`src/rtl/mbr_pkg.sv`:
```
// Shared word-size definitions for the memory buffer, so every CPU-side user
// agrees on the width of a buffered word.
package mbr_pkg;
   localparam int MBR_DATA_WIDTH = 16;

   typedef logic [MBR_DATA_WIDTH-1:0] mbr_word_t;
endpackage

```
`src/rtl/mbr_occupancy_ctrl.sv`:
```
// Pointer, occupancy and flush bookkeeping for the memory buffer FIFO.
// The storage array lives in the parent; this block only says where and when to write or read.
module mbr_occupancy_ctrl
   import mbr_pkg::*;
#(
   parameter  int DEPTH = 4,
   localparam int PTR_W = $clog2(DEPTH),
   localparam int CNT_W = $clog2(DEPTH + 1)
) (
   input  logic             clk,
   input  logic             rst_n,
   input  logic             flush_i,
   input  logic             in_valid_i,
   input  logic             out_ready_i,
   output logic             wr_en_o,
   output logic [PTR_W-1:0] wr_ptr_o,
   output logic [PTR_W-1:0] rd_ptr_o,
   output logic [CNT_W-1:0] count_o,
   output logic             full_o,
   output logic             empty_o
);

   logic [PTR_W-1:0] wr_ptr_q, wr_ptr_d;
   logic [PTR_W-1:0] rd_ptr_q, rd_ptr_d;
   logic [CNT_W-1:0] count_q, count_d;
   logic             full_w, empty_w, push_w, pop_w;

   // full/empty come only from registered count, so in_ready never depends on out_ready
   assign full_w  = (count_q == CNT_W'(DEPTH));
   assign empty_w = (count_q == '0);
   assign push_w  = in_valid_i && !full_w;
   assign pop_w   = out_ready_i && !empty_w;

   always_comb begin
      wr_ptr_d = wr_ptr_q;
      rd_ptr_d = rd_ptr_q;
      count_d  = count_q;
      if (flush_i) begin
         wr_ptr_d = '0;
         rd_ptr_d = '0;
         count_d  = '0;
      end else begin
         if (push_w) wr_ptr_d = wr_ptr_q + PTR_W'(1);
         if (pop_w)  rd_ptr_d = rd_ptr_q + PTR_W'(1);
         case ({push_w, pop_w})
            2'b10:   count_d = count_q + CNT_W'(1);
            2'b01:   count_d = count_q - CNT_W'(1);
            default: count_d = count_q;
         endcase
      end
   end

   always_ff @(posedge clk or negedge rst_n) begin
      if (!rst_n) begin
         wr_ptr_q <= '0;
         rd_ptr_q <= '0;
         count_q  <= '0;
      end else begin
         wr_ptr_q <= wr_ptr_d;
         rd_ptr_q <= rd_ptr_d;
         count_q  <= count_d;
      end
   end

   assign wr_en_o  = push_w && !flush_i;
   assign wr_ptr_o = wr_ptr_q;
   assign rd_ptr_o = rd_ptr_q;
   assign count_o  = count_q;
   assign full_o   = full_w;
   assign empty_o  = empty_w;

   a_count_max: assert property (@(posedge clk) disable iff (!rst_n) count_q <= CNT_W'(DEPTH));
   a_count_min: assert property (@(posedge clk) disable iff (!rst_n)
                                 !(pop_w && !push_w && count_q == '0));

endmodule

```
`src/rtl/memory_buffer_fifo.sv`:
```
// DEPTH-entry valid/ready buffer between the memory bus and the CPU datapath,
// with occupancy reporting and synchronous flush.
module memory_buffer_fifo
   import mbr_pkg::*;
#(
   parameter  int DATA_WIDTH = MBR_DATA_WIDTH,
   parameter  int DEPTH      = 4,
   localparam int CNT_W      = $clog2(DEPTH + 1)
) (
   input  logic                  clk,
   input  logic                  reset,
   input  logic                  flush,
   input  logic [DATA_WIDTH-1:0] data_input,
   input  logic                  in_valid,
   output logic                  in_ready,
   output logic [DATA_WIDTH-1:0] data_output,
   output logic                  out_valid,
   input  logic                  out_ready,
   output logic [CNT_W-1:0]      count,
   output logic                  full,
   output logic                  empty
);

   localparam int PTR_W = $clog2(DEPTH);

   logic [DATA_WIDTH-1:0] mem_q [DEPTH];
   logic                  wr_en_w;
   logic [PTR_W-1:0]      wr_ptr_w, rd_ptr_w;

   mbr_occupancy_ctrl #(
      .DEPTH (DEPTH)
   ) u_occ (
      .clk         (clk),
      .rst_n       (reset),
      .flush_i     (flush),
      .in_valid_i  (in_valid),
      .out_ready_i (out_ready),
      .wr_en_o     (wr_en_w),
      .wr_ptr_o    (wr_ptr_w),
      .rd_ptr_o    (rd_ptr_w),
      .count_o     (count),
      .full_o      (full),
      .empty_o     (empty)
   );

   always_ff @(posedge clk or negedge reset) begin
      if (!reset) begin
         for (int i = 0; i < DEPTH; i++) mem_q[i] <= '0;
      end else if (wr_en_w) begin
         mem_q[wr_ptr_w] <= data_input;
      end
   end

   assign in_ready  = !full;
   assign out_valid = !empty;
   // Masking hides entries left behind by a flush.
   assign data_output = out_valid ? mem_q[rd_ptr_w] : '0;

endmodule

```
`config.mk`:
```
export PLATFORM = sky130hd
export DESIGN_NAME = memory_buffer_fifo
export DESIGN_NICKNAME = d
export VERILOG_FILES = /design/src/rtl/mbr_pkg.sv /design/src/rtl/mbr_occupancy_ctrl.sv /design/src/rtl/memory_buffer_fifo.sv
export SDC_FILE = /design/constraint.sdc
export NUM_CORES = 1
export LEC_CHECK = 0
export ABC_CLOCK_PERIOD_IN_PS = 4200
export BUFFER_PORTS_ARGS = -buffer_cell sky130_fd_sc_hd__buf_2
export CAP_MARGIN = 0
export CORE_MARGIN = 2
export CORE_UTILIZATION = 35
export DETAILED_ROUTE_END_ITERATION = 7
export HOLD_SLACK_MARGIN = 0.05
export SLEW_MARGIN = 5
export SYNTH_ARGS = -nofsm -noshare
export SYNTH_HDL_FRONTEND = slang
export SYNTH_SLANG_ARGS = --single-unit
```
`constraint.sdc`:
```
create_clock -name clk -period 4.2 [get_ports clk]
set_input_delay 0.84 -clock clk [delete_from_list [all_inputs] [get_ports clk]]
set_output_delay 0.84 -clock clk [all_outputs]
set_load 0.02 [all_outputs]
```
==> out/results.ini, run 1 <==
[outcome]
run_status=completed

[worst_hold_path]
hp-class=reg2reg
holdPathStages=1

[placed_design]
post_place_cells=404
dp.final_hpwl_um=4568
rd_place_congestion=0.7580
dpl-instance-area_um2=3812
port_buffers=43

[floorplan]
num_rows=36
core_region_area_um2=9729
die_width_um=104.1
die-area_um2=10830
die_y_um=104.1
top_level_ports=44
floorplan.initialDensity_pct=36.02

[synth]
postSynthCellCount=241
synth_most_common_cell=dfrtp_1
yosys_warnings=0
synth-seq-area-share_pct=50.70
synth.top_cell.area_share_pct=50.70
synth.cell_area_um2=3505
ys_async_sr_fraction_pct=100.0
synth-main-ff-cell=dfrtp_1
top_cell_types_by_occurrence_after_synthesis=dfrtp_1 (71), mux2_2 (54), nor2b_1 (17)
yosys-top-cells-area=dfrtp_1 (51%), mux2_2 (17%), mux4_2 (10%)
yosys_register_bits=71
synthesis.nets=267
syn-mean-instance-area_um2=14.54
synth_top_area_cell=dfrtp_1
yosysUniqueCellTypes=34
synth_enable_flop_cells=0

[drt]
drt-pass1-iter-count=4
wl_per_cell_um=16.48
drt_iter0_drc=58
wl_um=6906
num_vias=2067
final_antenna_net_count=0
drc=0
drt-vias-per-instance=4.933

[clock_network]
max-clock-path-buffers=2
numCtsBuffers=9
tritoncts=yes
clockRootBuffer=clkbuf_8
cts_sinks=71
postCtsSetupRepairBufs=0
worstSkewPairLatency_ps=340
clk_transition_reported_paths_ps=70
cts_htree_levels=3
holdBufCountCts=0
cts_resizes=0

[timing]
timing_worst_slew_pin_value_ps=993.9
unrepaired_setup_endpoints_after_global_routing=false
accumulated_negative_setup_slack_ps=0
final_min_period_over_clock_period_pct=72.30
final_max_slew_viol_count=0
fin_worst_skew_ps=8.038
finalCriticalPeriod_ps=3037
timing.hold.ws_ps=504.4
final_hold_viol_count=0
timing.slew.headroom_pct=33.74
timing.final.setup_violations=0
timing.fmax_mhz=329.3

[global_route]
grt_pass1_wl_um=11870
via_count_of_the_first_global_routing_pass=2235
pin_count_of_the_biggest_net_entering_global_routing=37
track_usage_pct=13.98
gr-total-overflow=0
antenna_found_initial=0

[setup_path]
critical_path.top_delay_family=flip-flops
setup.worst_path.start=u_occ.rd_ptr_o[0]$_DFFE_PN0P_
crit_path_cell_trace=buf_4, mux4_2, nor2b_1, buf_2
worstPathBufferInverterCount=2
path_depth=4
worst_path_max_delay_cell=dfrtp_1
timing.critical_path.from_type=flop
crit_path_max_incr_delay_ps=640
cp_max_fo=11
setup.worst_path.class=reg2out
critical_path.endpoint=data_output[6]
critPathCaptureType=output pin
setup.reg_to_reg.worst_slack_ps=1690
timing.critical_path.required_ps=3360
r2r_cells=8
r2r-start=u_occ.count_o[0]$_DFFE_PN0P_
worstReg2RegEnd=u_occ.count_o[2]$_DFFE_PN0P_
cp.arrival_ps=2200

[layout]
flow.area_growth_from_synthesis_pct=14.39
post_layout_nonfiller_instances=419
post_route_cells_drive_above_1_share_pct=51.75
design_area_um2=4009
multi_input_comb_area_um2=1594
regArea_um2=1777
design.final.nets=308
total_inserted_antenna_cells=0
num-fill-cells=936

[power_and_ir_drop]
power_density_nw_per_um2=605.1
max-vdd-ir-drop_mv=0.1954
power.leakage_nw=1.809

[flow_run]
cap_violations=0

-- stage by stage --
step | util (%) | power, mW | setup slack (ps)
2_1_floorplan | - | 1.670 | 1362
3_3_place_gp | 39.18 | 1.877 | 1406
3_5_place_dp | 39.18 | 1.904 | 1361
4_1_cts | 41.20 | 2.456 | 1115
5_1_grt | 41.20 | 2.589 | 1041
6_report | 41.20 | 2.426 | 1163
-- worst min-delay path by stage --
| stage | from | endpoint |
|---|---|---|
| floorplan | mem_q[0]$_DFFE_PN0P_ | mem_q[0]$_DFFE_PN0P_ |
| global placement | mem_q[35]$_DFFE_PN0P_ | mem_q[35]$_DFFE_PN0P_ |
| detailed placement | mem_q[21]$_DFFE_PN0P_ | mem_q[21]$_DFFE_PN0P_ |
| CTS | mem_q[39]$_DFFE_PN0P_ | mem_q[39]$_DFFE_PN0P_ |
| global route | mem_q[21]$_DFFE_PN0P_ | mem_q[21]$_DFFE_PN0P_ |
| finish | mem_q[47]$_DFFE_PN0P_ | mem_q[47]$_DFFE_PN0P_ |
-- final cells by class --
type	count	share of cell area, %
repair buffers	47	6.117
multi-input cells	145	39.76
clock buffers	11	3.777
well taps	133	4.151
flip-flops and latches	71	44.32
inverters	8	0.7491
clock inverters	4	1.124
-- logic make-up after synthesis --
kind of cell               synth area share (%)
DFF                                       50.70
adders and majority gates                 1.999
buffers and inverters                     3.963
xor gates and xnor gates                 0.9998
and+or+nand+nor                           7.069
muxes                                     31.92
AOI/OAI and AO/OA                         3.356
-- per-layer routing --
layer | up-vias | global-route usage, % | wire length (um)
li1 | 954 | - | -
met1 | 1064 | 18.89 | 3285
met2 | 40 | 21.85 | 3258
met3 | 9 | 3.195 | 241
met4 | 0 | 5.598 | 121
met5 | - | 0 | 0
-- cells in the final DEF (no fill, tap or decap), types with 2 or more instances in the layout --
master,count
nand3_1,3
and3_1,2
dfrtp_1,71
nor2b_1,17
ha_1,4
a2111oi_0,2
mux2_4,10
nand3_2,3
mux2_2,54
clkbuf_8,11
xor2_1,2
inv_1,8
a21oi_1,5
buf_4,4
nand3b_1,2
xnor2_1,2
nor2_1,5
mux4_2,16
clkinv_2,3
o21ai_0,4
buf_2,43
a31oi_1,2
-- flip-flops by register name, indices dropped and copies added (netlist names) --
| signal | count |
|---|---|
| mem_q | 64 |
| u_occ.count_o | 3 |
| u_occ.rd_ptr_o | 2 |
| u_occ.wr_ptr_o | 2 |
-- power breakdown --
| group | internal (mW) | total, mW | switching (mW) |
|---|---|---|---|
| logic | 0.461 | 0.809 | 0.347 |
| registers | 0.917 | 1.07 | 0.155 |
| clock network | 0.301 | 0.546 | 0.245 |
Note: power is estimated with default switching activity, not from simulation.
==> run 2: changes to the inputs <==
ABC_CLOCK_PERIOD_IN_PS = 3000   (was 4200)
clock period = 3 ns   (was 4.2 ns; I/O delays follow)
==> run 2 against run 1 <==
Against the previous run: clock power is 27% higher; power is 37% higher; via count is 1.4% higher; sequential power is 37% higher; non-clock buffer count is 1 higher; largest cell class unchanged; highest routed layer unchanged.
==> out/results.ini, run 2 (synthesis results as in run 1) <==
[outcome]
run_status=completed

[floorplan]
die_width_um=104.1  ; unchanged
die_y_um=104.1  ; unchanged
die-area_um2=10830  ; unchanged
num_rows=36  ; unchanged
top_level_ports=44  ; unchanged
floorplan.initialDensity_pct=36.02  ; unchanged
core_region_area_um2=9729  ; unchanged

[clock_network]
holdBufCountCts=0  ; unchanged
postCtsSetupRepairBufs=0  ; unchanged
max-clock-path-buffers=2  ; unchanged
tritoncts=yes
worstSkewPairLatency_ps=340  ; about the same
clk_transition_reported_paths_ps=80  ; about the same
cts_sinks=71  ; unchanged
clockRootBuffer=clkbuf_8
cts_htree_levels=3  ; unchanged
numCtsBuffers=9  ; unchanged
cts_resizes=0  ; unchanged

[power_and_ir_drop]
share_of_power_burned_in_registers_pct=44.3  ; about the same
total_switching_power_mw=1.051  ; +41%
finalPower_mw=3.325  ; +37%
internal_power_mw=2.274  ; +35%
power.leakage_nw=1.810  ; about the same
max-vdd-ir-drop_mv=0.2519  ; +29%
power_frac_clock_pct=20.9  ; -1.6 points
comb_power_share_pct=34.8  ; +1.5 points
sw_frac_of_total_pct=31.60  ; +0.81 points
power_density_nw_per_um2=828.2  ; +37%

[timing]
timing.hold.ws_ps=323.8  ; -180.6 ps
timing_worst_slew_pin_value_ps=765.3  ; -228.6 ps
fin_worst_skew_ps=9.580  ; +1.542 ps
finalCriticalPeriod_ps=2550
final_hold_viol_count=0  ; unchanged
unrepaired_setup_endpoints_after_global_routing=false
final_max_slew_viol_count=0  ; unchanged
timing.slew.headroom_pct=48.98  ; +15 points
accumulated_negative_setup_slack_ps=0  ; unchanged
timing.fmax_mhz=392.1
final_min_period_over_clock_period_pct=85.01
timing.final.setup_violations=0  ; unchanged

[placed_design]
port_buffers=43  ; unchanged
rd_place_congestion=0.7854  ; +3.6%
dpl-instance-area_um2=3832  ; +0.53%
dp.final_hpwl_um=4579  ; +0.25%

[layout]
design_area_um2=4015  ; +0.16%
flow.area_growth_from_synthesis_pct=14.57
multi_input_comb_area_um2=1594  ; unchanged
mostFrequentLayoutCell=dfrtp_1
regArea_um2=1777  ; unchanged
num-fill-cells=936  ; unchanged
number_of_flip_flops_in_the_largest_register=64  ; unchanged
mostFrequentLayoutCells=dfrtp_1 (71), mux2_2 (54), buf_2 (43), nor2b_1 (17), mux4_2 (16)
largest_register=mem_q
post_route_cells_drive_above_1_share_pct=52.08  ; +0.34 points
total_inserted_antenna_cells=0  ; unchanged
design.final.nets=309  ; +0.32%

[global_route]
antenna_found_initial=0  ; unchanged
track_usage_pct=13.67  ; -0.31 points
via_count_of_the_first_global_routing_pass=2169  ; -3.0%
grt_pass1_wl_um=11500  ; -3.2%
pin_count_of_the_biggest_net_entering_global_routing=42  ; +14%
gr-total-overflow=0  ; unchanged

[setup_path]
setup.worst_path.class=reg2out
timing.critical_path.required_ps=2400  ; -960 ps
cp_max_fo=16  ; +5
r2r_cells=6  ; -2
cp.arrival_ps=1950  ; -250 ps
critPathCaptureType=output pin
timing.critical_path.from_type=flop

[drt]
drt-pass1-iter-count=4  ; unchanged
drc=0  ; unchanged
final_antenna_net_count=0  ; unchanged
num_vias=2096  ; +1.4%
wl_per_cell_um=16.57  ; +0.56%
drt_iter0_drc=33  ; -43%
wl_um=6978  ; +1.0%
drt-vias-per-instance=4.979  ; +0.92%

[worst_hold_path]
hp-class=in2async

[flow_run]
cap_violations=0  ; unchanged

run 2: stage by stage:
step | worst slack [ps] | instances | utilization (%)
final | 449.6 | 421 | 41.27
after global routing | 354.2 | 421 | 41.27
after CTS | 413.9 | 421 | 41.27
after detailed placement | 567.7 | 405 | 39.39
after global placement | 688.9 | 405 | 39.39
after floorplan | 161.6 | 241 | -
run 2: power groups by stage:
stage	Combinational, mW	Sequential [mW]	Clock (mW)
global placement	1.16	1.47	0
floorplan	0.919	1.42	0
CTS	1.18	1.47	0.723
global route	1.26	1.52	0.758
detailed placement	1.18	1.49	0
finish	1.16	1.47	0.694
run 2: final cells by class:
cell class	count	share of cell area, %
Clock buffer	11	3.771
Tap cell	133	4.145
Sequential cell	71	44.25
Clock inverter	5	0.7791
Multi-Input combinational cell	145	39.70
Inverter	8	0.7479
Timing Repair Buffer	48	6.606
run 2: path summary, 6_finish.rpt:
path,startpoint,slack (ps),end
worst max register to register,u_occ.count_o[0]$_DFFE_PN0P_,700,u_occ.count_o[2]$_DFFE_PN0P_
max in group asynchronous,reset,1990,mem_q[48]$_DFFE_PN0P_
worst max-delay path,u_occ.rd_ptr_o[0]$_DFFE_PN0P_,450,data_output[6]
min in group clk,mem_q[20]$_DFFE_PN0P_,500,mem_q[20]$_DFFE_PN0P_
worst min-delay path,reset,320,mem_q[57]$_DFFE_PN0P_
worst min register to register,mem_q[20]$_DFFE_PN0P_,500,mem_q[20]$_DFFE_PN0P_
run 2: worst max-delay path, cell delays in order (launching register included):
cell and delay (ps):
dfrtp_1 380, buf_4 350, mux4_2 570, nor2b_1 140, buf_2 160
run 2: metal layers:
metal	track usage (%)	vias up	part of all wire, %
met5	0	-	0
met4	6.467	0	2.2
met3	2.820	10	3.3
met2	22.32	36	50
met1	17.41	1095	45
li1	-	955	-
